--- src/rtl/robin_pkg.sv ---
// robin_pkg: shared definitions for the robin load/store path.
// Holds the access-size encodings, the load/store sequencer state constants,
// the latched request payload and a size-to-byte-count helper.
package robin_pkg;

    localparam int unsigned DATA_W = 32;
    localparam int unsigned BYTE_W = 8;
    localparam int unsigned IDX_W  = 2;   // byte index within a long
    localparam int unsigned CNT_W  = 3;   // byte counter, must reach 4

    typedef enum logic [1:0] {
        SIZE_BYTE = 2'd0,
        SIZE_HALF = 2'd1,
        SIZE_LONG = 2'd2,
        SIZE_RSVD = 2'd3
    } size_e;

    typedef enum logic [2:0] {
        ST_IDLE  = 3'd0,
        ST_ISSUE = 3'd1,
        ST_DRAIN = 3'd2,
        ST_WRITE = 3'd3,
        ST_RESP  = 3'd4
    } lsu_state_e;

    // Request fields kept for the lifetime of one access
    typedef struct packed {
        size_e              size;
        logic               sgn;
        logic [DATA_W-1:0]  wdata;
    } lsu_req_t;

    // Number of bytes moved for an access size (0 for the reserved code)
    function automatic logic [CNT_W-1:0] size_bytes(input size_e size);
        case (size)
            SIZE_BYTE: return 3'd1;
            SIZE_HALF: return 3'd2;
            SIZE_LONG: return 3'd4;
            default:   return 3'd0;
        endcase
    endfunction

endpackage

--- src/rtl/lsu_read_tracker.sv ---
// lsu_read_tracker: DEPTH-deep valid/index shift register that follows each
// issued read address through the memory latency.
// Ports:
//   clk, reset        clock and asynchronous active-high reset
//   issue, issue_idx  a read address is on the memory port this cycle, with its byte index
//   cap, cap_idx      the byte for cap_idx is on mem_data_out this cycle
module lsu_read_tracker
    import robin_pkg::*;
#(
    parameter int unsigned DEPTH = 2
) (
    input  logic             clk,
    input  logic             reset,
    input  logic             issue,
    input  logic [IDX_W-1:0] issue_idx,
    output logic             cap,
    output logic [IDX_W-1:0] cap_idx
);

    logic [DEPTH-1:0] vld;
    logic [IDX_W-1:0] idx [DEPTH];

    // Tag pipeline; reset drops every in-flight read
    always_ff @(posedge clk or posedge reset) begin
        if (reset) begin
            vld <= '0;
            for (int i = 0; i < int'(DEPTH); i++) idx[i] <= '0;
        end else begin
            vld[0] <= issue;
            idx[0] <= issue_idx;
            for (int i = 1; i < int'(DEPTH); i++) begin
                vld[i] <= vld[i-1];
                idx[i] <= idx[i-1];
            end
        end
    end

    assign cap     = vld[DEPTH-1];
    assign cap_idx = idx[DEPTH-1];

endmodule

--- src/rtl/loadstore_unit.sv ---
// loadstore_unit: byte-serial big-endian load/store sequencer for the robin core.
// Converts one byte/half/long request into per-byte accesses on an 8-bit memory
// port; reads are pipelined one address per cycle across MEM_LATENCY.
// Optional build macro: LSU_ALIGN_CHECK_EN rejects misaligned halves and longs.
// Ports:
//   clk, reset                        clock, asynchronous active-high reset
//   req_valid/req_ready               request handshake (ready only in IDLE)
//   req_write/size/signed/addr/wdata  request fields
//   resp_valid/resp_data/resp_err     one-cycle completion with load data / reject flag
//   mem_raddr, mem_data_out           read address and returned byte
//   mem_waddr, mem_data_in, mem_write write address, data and strobe
module loadstore_unit
    import robin_pkg::*;
#(
    parameter int unsigned addr_width  = 9,
    parameter int unsigned MEM_LATENCY = 2
) (
    input  logic                  clk,
    input  logic                  reset,
    input  logic                  req_valid,
    output logic                  req_ready,
    input  logic                  req_write,
    input  logic [1:0]            req_size,
    input  logic                  req_signed,
    input  logic [addr_width-1:0] req_addr,
    input  logic [DATA_W-1:0]     req_wdata,
    output logic                  resp_valid,
    output logic [DATA_W-1:0]     resp_data,
    output logic                  resp_err,
    output logic [addr_width-1:0] mem_raddr,
    input  logic [BYTE_W-1:0]     mem_data_out,
    output logic [addr_width-1:0] mem_waddr,
    output logic [BYTE_W-1:0]     mem_data_in,
    output logic                  mem_write
);

    lsu_state_e            state, state_d;
    lsu_req_t              req_q, req_d;
    logic [addr_width-1:0] addr_q, addr_d;
    logic [CNT_W-1:0]      cnt_q, cnt_d;
    logic [DATA_W-1:0]     result_q, result_d;
    logic                  issue_q, issue_d;
    logic [IDX_W-1:0]      issue_idx_q, issue_idx_d;
    logic                  cap;
    logic [IDX_W-1:0]      cap_idx;
    logic [CNT_W-1:0]      n_req, n_q;
    logic                  reject_c;

    logic                  req_ready_d, resp_valid_d, resp_err_d, mem_write_d;
    logic [DATA_W-1:0]     resp_data_d;
    logic [addr_width-1:0] mem_raddr_d, mem_waddr_d;
    logic [BYTE_W-1:0]     mem_data_in_d;

    // Byte k of the right-aligned n-byte store value; byte 0 is the most significant
    function automatic logic [BYTE_W-1:0] pick_byte(input logic [DATA_W-1:0] data,
                                                    input logic [CNT_W-1:0]  n,
                                                    input logic [CNT_W-1:0]  k);
        logic [IDX_W-1:0] pos;
        pos = IDX_W'(n - k - 3'd1);
        return BYTE_W'(data >> {pos, 3'b000});
    endfunction

    // Zero/sign extension of the assembled load value
    function automatic logic [DATA_W-1:0] extend(input logic [DATA_W-1:0] r,
                                                 input size_e             size,
                                                 input logic              sgn);
        case (size)
            SIZE_BYTE: return {{24{sgn & r[7]}}, r[7:0]};
            SIZE_HALF: return {{16{sgn & r[15]}}, r[15:0]};
            default:   return r;
        endcase
    endfunction

    assign n_req = size_bytes(size_e'(req_size));
    assign n_q   = size_bytes(req_q.size);

    // Requests answered with resp_err and no memory traffic
    always_comb begin
        reject_c = (size_e'(req_size) == SIZE_RSVD);
`ifdef LSU_ALIGN_CHECK_EN
        if (size_e'(req_size) == SIZE_HALF && req_addr[0])          reject_c = 1'b1;
        if (size_e'(req_size) == SIZE_LONG && req_addr[1:0] != 2'b00) reject_c = 1'b1;
`endif
    end

    lsu_read_tracker #(.DEPTH(MEM_LATENCY)) u_tracker (
        .clk       (clk),
        .reset     (reset),
        .issue     (issue_q),
        .issue_idx (issue_idx_q),
        .cap       (cap),
        .cap_idx   (cap_idx)
    );

    // Next state and next values of every registered output
    always_comb begin
        state_d       = state;
        req_d         = req_q;
        addr_d        = addr_q;
        cnt_d         = cnt_q;
        issue_d       = 1'b0;
        issue_idx_d   = issue_idx_q;
        req_ready_d   = 1'b0;
        resp_valid_d  = 1'b0;
        resp_err_d    = 1'b0;
        resp_data_d   = resp_data;
        mem_raddr_d   = mem_raddr;
        mem_waddr_d   = mem_waddr;
        mem_data_in_d = mem_data_in;
        mem_write_d   = 1'b0;
        // Captured bytes shift in from the right, so byte 0 ends up most significant
        result_d      = cap ? {result_q[DATA_W-BYTE_W-1:0], mem_data_out} : result_q;

        case (state)
            ST_IDLE: begin
                req_ready_d = 1'b1;
                if (req_valid) begin
                    req_d.size  = size_e'(req_size);
                    req_d.sgn   = req_signed;
                    req_d.wdata = req_wdata;
                    addr_d      = req_addr;
                    cnt_d       = 3'd1;
                    req_ready_d = 1'b0;
                    if (reject_c) begin
                        state_d      = ST_RESP;
                        resp_valid_d = 1'b1;
                        resp_err_d   = 1'b1;
                        resp_data_d  = '0;
                    end else if (req_write) begin
                        state_d       = ST_WRITE;
                        mem_write_d   = 1'b1;
                        mem_waddr_d   = req_addr;
                        mem_data_in_d = pick_byte(req_wdata, n_req, 3'd0);
                    end else begin
                        state_d     = (n_req == 3'd1) ? ST_DRAIN : ST_ISSUE;
                        mem_raddr_d = req_addr;
                        issue_d     = 1'b1;
                        issue_idx_d = '0;
                    end
                end
            end
            ST_ISSUE: begin
                mem_raddr_d = addr_q + addr_width'(cnt_q);
                issue_d     = 1'b1;
                issue_idx_d = IDX_W'(cnt_q);
                cnt_d       = cnt_q + 3'd1;
                if (cnt_q == n_q - 3'd1) state_d = ST_DRAIN;
            end
            ST_DRAIN: begin
                // Respond on the same edge that captures the final byte
                if (cap && cap_idx == IDX_W'(n_q - 3'd1)) begin
                    state_d      = ST_RESP;
                    resp_valid_d = 1'b1;
                    resp_data_d  = extend(result_d, req_q.size, req_q.sgn);
                end
            end
            ST_WRITE: begin
                if (cnt_q == n_q) begin
                    state_d      = ST_RESP;
                    resp_valid_d = 1'b1;
                    resp_data_d  = '0;
                end else begin
                    mem_write_d   = 1'b1;
                    mem_waddr_d   = addr_q + addr_width'(cnt_q);
                    mem_data_in_d = pick_byte(req_q.wdata, n_q, cnt_q);
                    cnt_d         = cnt_q + 3'd1;
                end
            end
            ST_RESP: begin
                state_d     = ST_IDLE;
                req_ready_d = 1'b1;
            end
            default: begin
                state_d     = ST_IDLE;
                req_ready_d = 1'b1;
            end
        endcase
    end

    // State and output registers
    always_ff @(posedge clk or posedge reset) begin
        if (reset) begin
            state       <= ST_IDLE;
            req_q       <= '0;
            addr_q      <= '0;
            cnt_q       <= '0;
            result_q    <= '0;
            issue_q     <= 1'b0;
            issue_idx_q <= '0;
            req_ready   <= 1'b1;
            resp_valid  <= 1'b0;
            resp_err    <= 1'b0;
            resp_data   <= '0;
            mem_raddr   <= '0;
            mem_waddr   <= '0;
            mem_data_in <= '0;
            mem_write   <= 1'b0;
        end else begin
            state       <= state_d;
            req_q       <= req_d;
            addr_q      <= addr_d;
            cnt_q       <= cnt_d;
            result_q    <= result_d;
            issue_q     <= issue_d;
            issue_idx_q <= issue_idx_d;
            req_ready   <= req_ready_d;
            resp_valid  <= resp_valid_d;
            resp_err    <= resp_err_d;
            resp_data   <= resp_data_d;
            mem_raddr   <= mem_raddr_d;
            mem_waddr   <= mem_waddr_d;
            mem_data_in <= mem_data_in_d;
            mem_write   <= mem_write_d;
        end
    end

endmodule

--- config.mk ---
export PLATFORM = sky130hd
export DESIGN_NAME = loadstore_unit
export DESIGN_NICKNAME = d
export VERILOG_FILES = /design/src/rtl/robin_pkg.sv /design/src/rtl/lsu_read_tracker.sv /design/src/rtl/loadstore_unit.sv
export SDC_FILE = /design/constraint.sdc
export NUM_CORES = 1
export LEC_CHECK = 0
export CORE_MARGIN = 3
export CORE_UTILIZATION = 30
export DETAILED_ROUTE_END_ITERATION = 10
export GPL_TIMING_DRIVEN = 0
export PLACE_DENSITY = 0.57
export REMOVE_ABC_BUFFERS = 1
export SYNTH_ARGS = -nofsm -noshare
export SYNTH_HDL_FRONTEND = slang
export SYNTH_SLANG_ARGS = --single-unit
--- constraint.sdc ---
create_clock -name clk -period 4.7 [get_ports clk]
set_input_delay 0.47 -clock clk [delete_from_list [all_inputs] [get_ports clk]]
set_output_delay 0.47 -clock clk [all_outputs]
set_load 0.05 [all_outputs]
==> flow_summary.json <==
{
  "crit_path_max_fanout": 20,
  "ctsHoldBuffers": 0,
  "tightestPinTransition_ps": 978,
  "netlist-cell-type-count": 58,
  "placed_area_um2": 9010,
  "synthesis.instances": 655,
  "globalRoute.totalOverflow": 0,
  "via_density_per_instance": 4.99,
  "yosys_register_bits": 153,
  "end_kind": "flip-flop",
  "synth.area.top_cells": "sky130_fd_sc_hd__dfrtp_1, sky130_fd_sc_hd__mux2_2, sky130_fd_sc_hd__nand2_1",
  "cellPowerDensity_nw_per_um2": 787,
  "fp-row-count": 57,
  "setup_viol": 0,
  "yosys_top_cell_area_share_pct": 50.9,
  "grt_antenna_before_repair": 0,
  "worst_setup_hold_path_clk_slew_ps": 70,
  "placeableCoreArea_um2": 24400,
  "area_occupied_by_multi_input_gates_um2": 3380,
  "post_drt_wl_per_cell_um": 17.5,
  "antenna_violating_nets_post_route": 0,
  "setup_repair_after_global_routing_missed_its_margin": "no",
  "io_pins": 118,
  "finalCritPeriodShare_pct": 69.3,
  "area.growth.synth_to_final_pct": 28.6,
  "clk_root_buffer_cell": "sky130_fd_sc_hd__clkbuf_16",
  "place_worst_setup_slack_ps": 1180,
  "fin_area_um2": 9610,
  "first_pass_grt_wire_length_um": 30900,
  "vdd.ir_drop.worst_mv": 0.461,
  "final-seq-area_um2": 3830,
  "cp-startpoint": "req_q[34]",
  "fin_ws_ps": 1440,
  "post_cts_resize_count": 0,
  "critPathArrivalTime_ps": 3600,
  "wl_um": 19100,
  "final_layout_size_suffix_gt1_share_pct": 23.4,
  "nets": 819,
  "most_area_hungry_cell_type_in_the_yosys_netlist": "sky130_fd_sc_hd__dfrtp_1",
  "yosysWarnings": 0,
  "synthArstFlopShare_pct": 100,
  "cts.sink_count": 153,
  "static-leakage-power_nw": 3.93,
  "fmaxAchievable_ghz": 0.307,
  "final.hold.worst_slack_ps": 347,
  "synth_edf_count": 0,
  "worst_skew_pair_latency_ps": 420,
  "worst-endpoint-required_ps": 5040,
  "worstReg2RegStart": "req_q[34]",
  "crit_path_start_kind": "flip-flop",
  "ys_dominant_reg_cell": "sky130_fd_sc_hd__dfrtp_1",
  "cts.path.max_buffers": 2,
  "synthesized_area_um2": 7470,
  "initial_core_util_pct": 30.6,
  "cts_tree": "done",
  "detailedRoute.firstIterationViolations": 305,
  "insertedDiodeCount": 0,
  "layout.filler_cells": 2419,
  "mean_post_synth_cell_area_um2": 11.4,
  "place.gp.congestion": 0.773,
  "cts.htree.levels": 4,
  "grt_util_all_layers_pct": 14.7,
  "run_status": "finished, final reports clean",
  "routed-via-count": 5460,
  "portBuffers": 117,
  "clock-skew-final_ps": 7.52,
  "die-area_um2": 26800,
  "largest_net_degree_at_the_start_of_global_routing": 108,
  "worst_path_class_setup": "reg -> reg",
  "count_of_maximum_capacitance_violations": 0,
  "cts_setup_buffers": 0,
  "ys_seq_area_share_pct": 51.3,
  "period_needed_ps": 3260,
  "die_h_um": 164,
  "final_hold_viol_count": 0,
  "drv_slew": 0,
  "worstHoldPathType": "reg -> reg",
  "floorplan.die.width_um": 164,
  "hp-start": "u_tracker.idx[3]",
  "hpwl_um": 12700,
  "cts-buffers-inserted": 17,
  "first_global_vias": 5438,
  "1st_pass_router_iterations": 4,
  "timing.setup.tns_ps": 0,
  "drcViolationCount": 0,
  "relSlewSlack_pct": 34.6
}
-- registers in the layout (all words and copies together) (netlist names) --
name and count:
req_q 35, resp_data 32, result_q 32, addr_q 9, mem_raddr 9, mem_waddr 9
mem_data_in 8, cnt_q 3, state 3, issue_idx_q 2, u_tracker.cap_idx 2, u_tracker.idx 2
u_tracker.vld 2, issue_q 1, mem_write 1, req_ready 1, resp_err 1, resp_valid 1
-- Yosys cell counts (all sizes together) (10+ instances only) --
cell type	n
a21oi	19
mux2i	11
nor3	38
nor2	34
nand2	60
nand3	16
inv	18
clkbuf	30
a311oi	16
mux2	132
dfrtp	152
buf	15
o21ai	24
o22ai	10
-- per-layer routing --
layer	global-route usage, %	up-vias	wire, um
li1	-	2589	-
met5	0	-	0
met2	22.5	147	8720
met3	3.61	12	1070
met4	3.15	0	138
met1	21.1	2712	9200
-- logic make-up after synthesis --
logic type               after synthesis  synth area share, %
AND/OR/NAND/NOR                      167                 10.2
XOR/XNOR                              10                 1.17
adder cells (fa/ha/maj)                6                 1.11
multiplexers                         143                 21.4
flip-flops                           153                 51.3
AO/OA/AOI/OAI                        111                 11.1
buffers and inverters                 65                 3.79
-- final timing paths --
kind,to,slack (ps),cells past startpoint
min in group asynchronous,resp_valid,450,2
worst min register to register,u_tracker.cap_idx[1],350,0
worst max-delay path,mem_data_in[5],1440,7
max in group asynchronous,u_tracker.vld[1],3350,3
worst min-delay path,u_tracker.cap_idx[1],350,0
worst max register to register,mem_data_in[5],1440,7
-- layout by cell type (no fill, tap or decap), drive strengths merged, types with 5 or more instances in the layout --
| cell type | Yosys | final |
|---|---|---|
| a21oi | 19 | 19 |
| a2bb2oi | 8 | 8 |
| a311oi | 16 | 16 |
| and3 | 5 | 5 |
| buf | 15 | 11 |
| clkbuf | 30 | 17 |
| clkdlybuf4s50 | 0 | 117 |
| clkinv | 2 | 5 |
| clkinvlp | 0 | 6 |
| dfrtp | 152 | 152 |
| ha | 5 | 5 |
| inv | 18 | 22 |
| mux2 | 132 | 132 |
| mux2i | 11 | 11 |
| nand2 | 60 | 60 |
| nand3 | 16 | 16 |
| nor2 | 34 | 34 |
| nor3 | 38 | 38 |
| o21ai | 24 | 24 |
| o221ai | 8 | 8 |
| o22ai | 10 | 10 |
| xor2 | 7 | 7 |
-- area by class of cell --
cell class / count / share of cell area (%)
Sequential cell: 153 / 39.9
Multi-Input combinational cell: 437 / 35.2
Timing Repair Buffer: 128 / 13.7
Clock buffer: 17 / 4.43
Tap cell: 324 / 4.22
Clock inverter: 15 / 1.76
Inverter: 20 / 0.859
-- power by group --
part	internal (mW)	switching, mW	total (mW)
Combinational	1.56	2.18	3.75
Clock	0.792	0.584	1.38
Sequential	1.93	0.509	2.43
-- worst max-delay path, stage by stage, from the launching register on --
cell and delay (ps):
sky130_fd_sc_hd__dfrtp_1 540, sky130_fd_sc_hd__or2_2 310, sky130_fd_sc_hd__inv_1 100, sky130_fd_sc_hd__ha_1 860, sky130_fd_sc_hd__clkinv_1 600, sky130_fd_sc_hd__a311oi_1 380, sky130_fd_sc_hd__o221ai_1 160, sky130_fd_sc_hd__a2bb2oi_1 220
-- through the flow --
step	cells	power, mW	util, %
after floorplan	610	4.99	-
after global placement	1051	6.12	36.2
after detailed placement	1062	6.22	36.9
after CTS	1094	7.64	39.4
after global routing	1094	8.06	39.4
final	1094	7.56	39.4
Power figures use the tool's default switching activity.
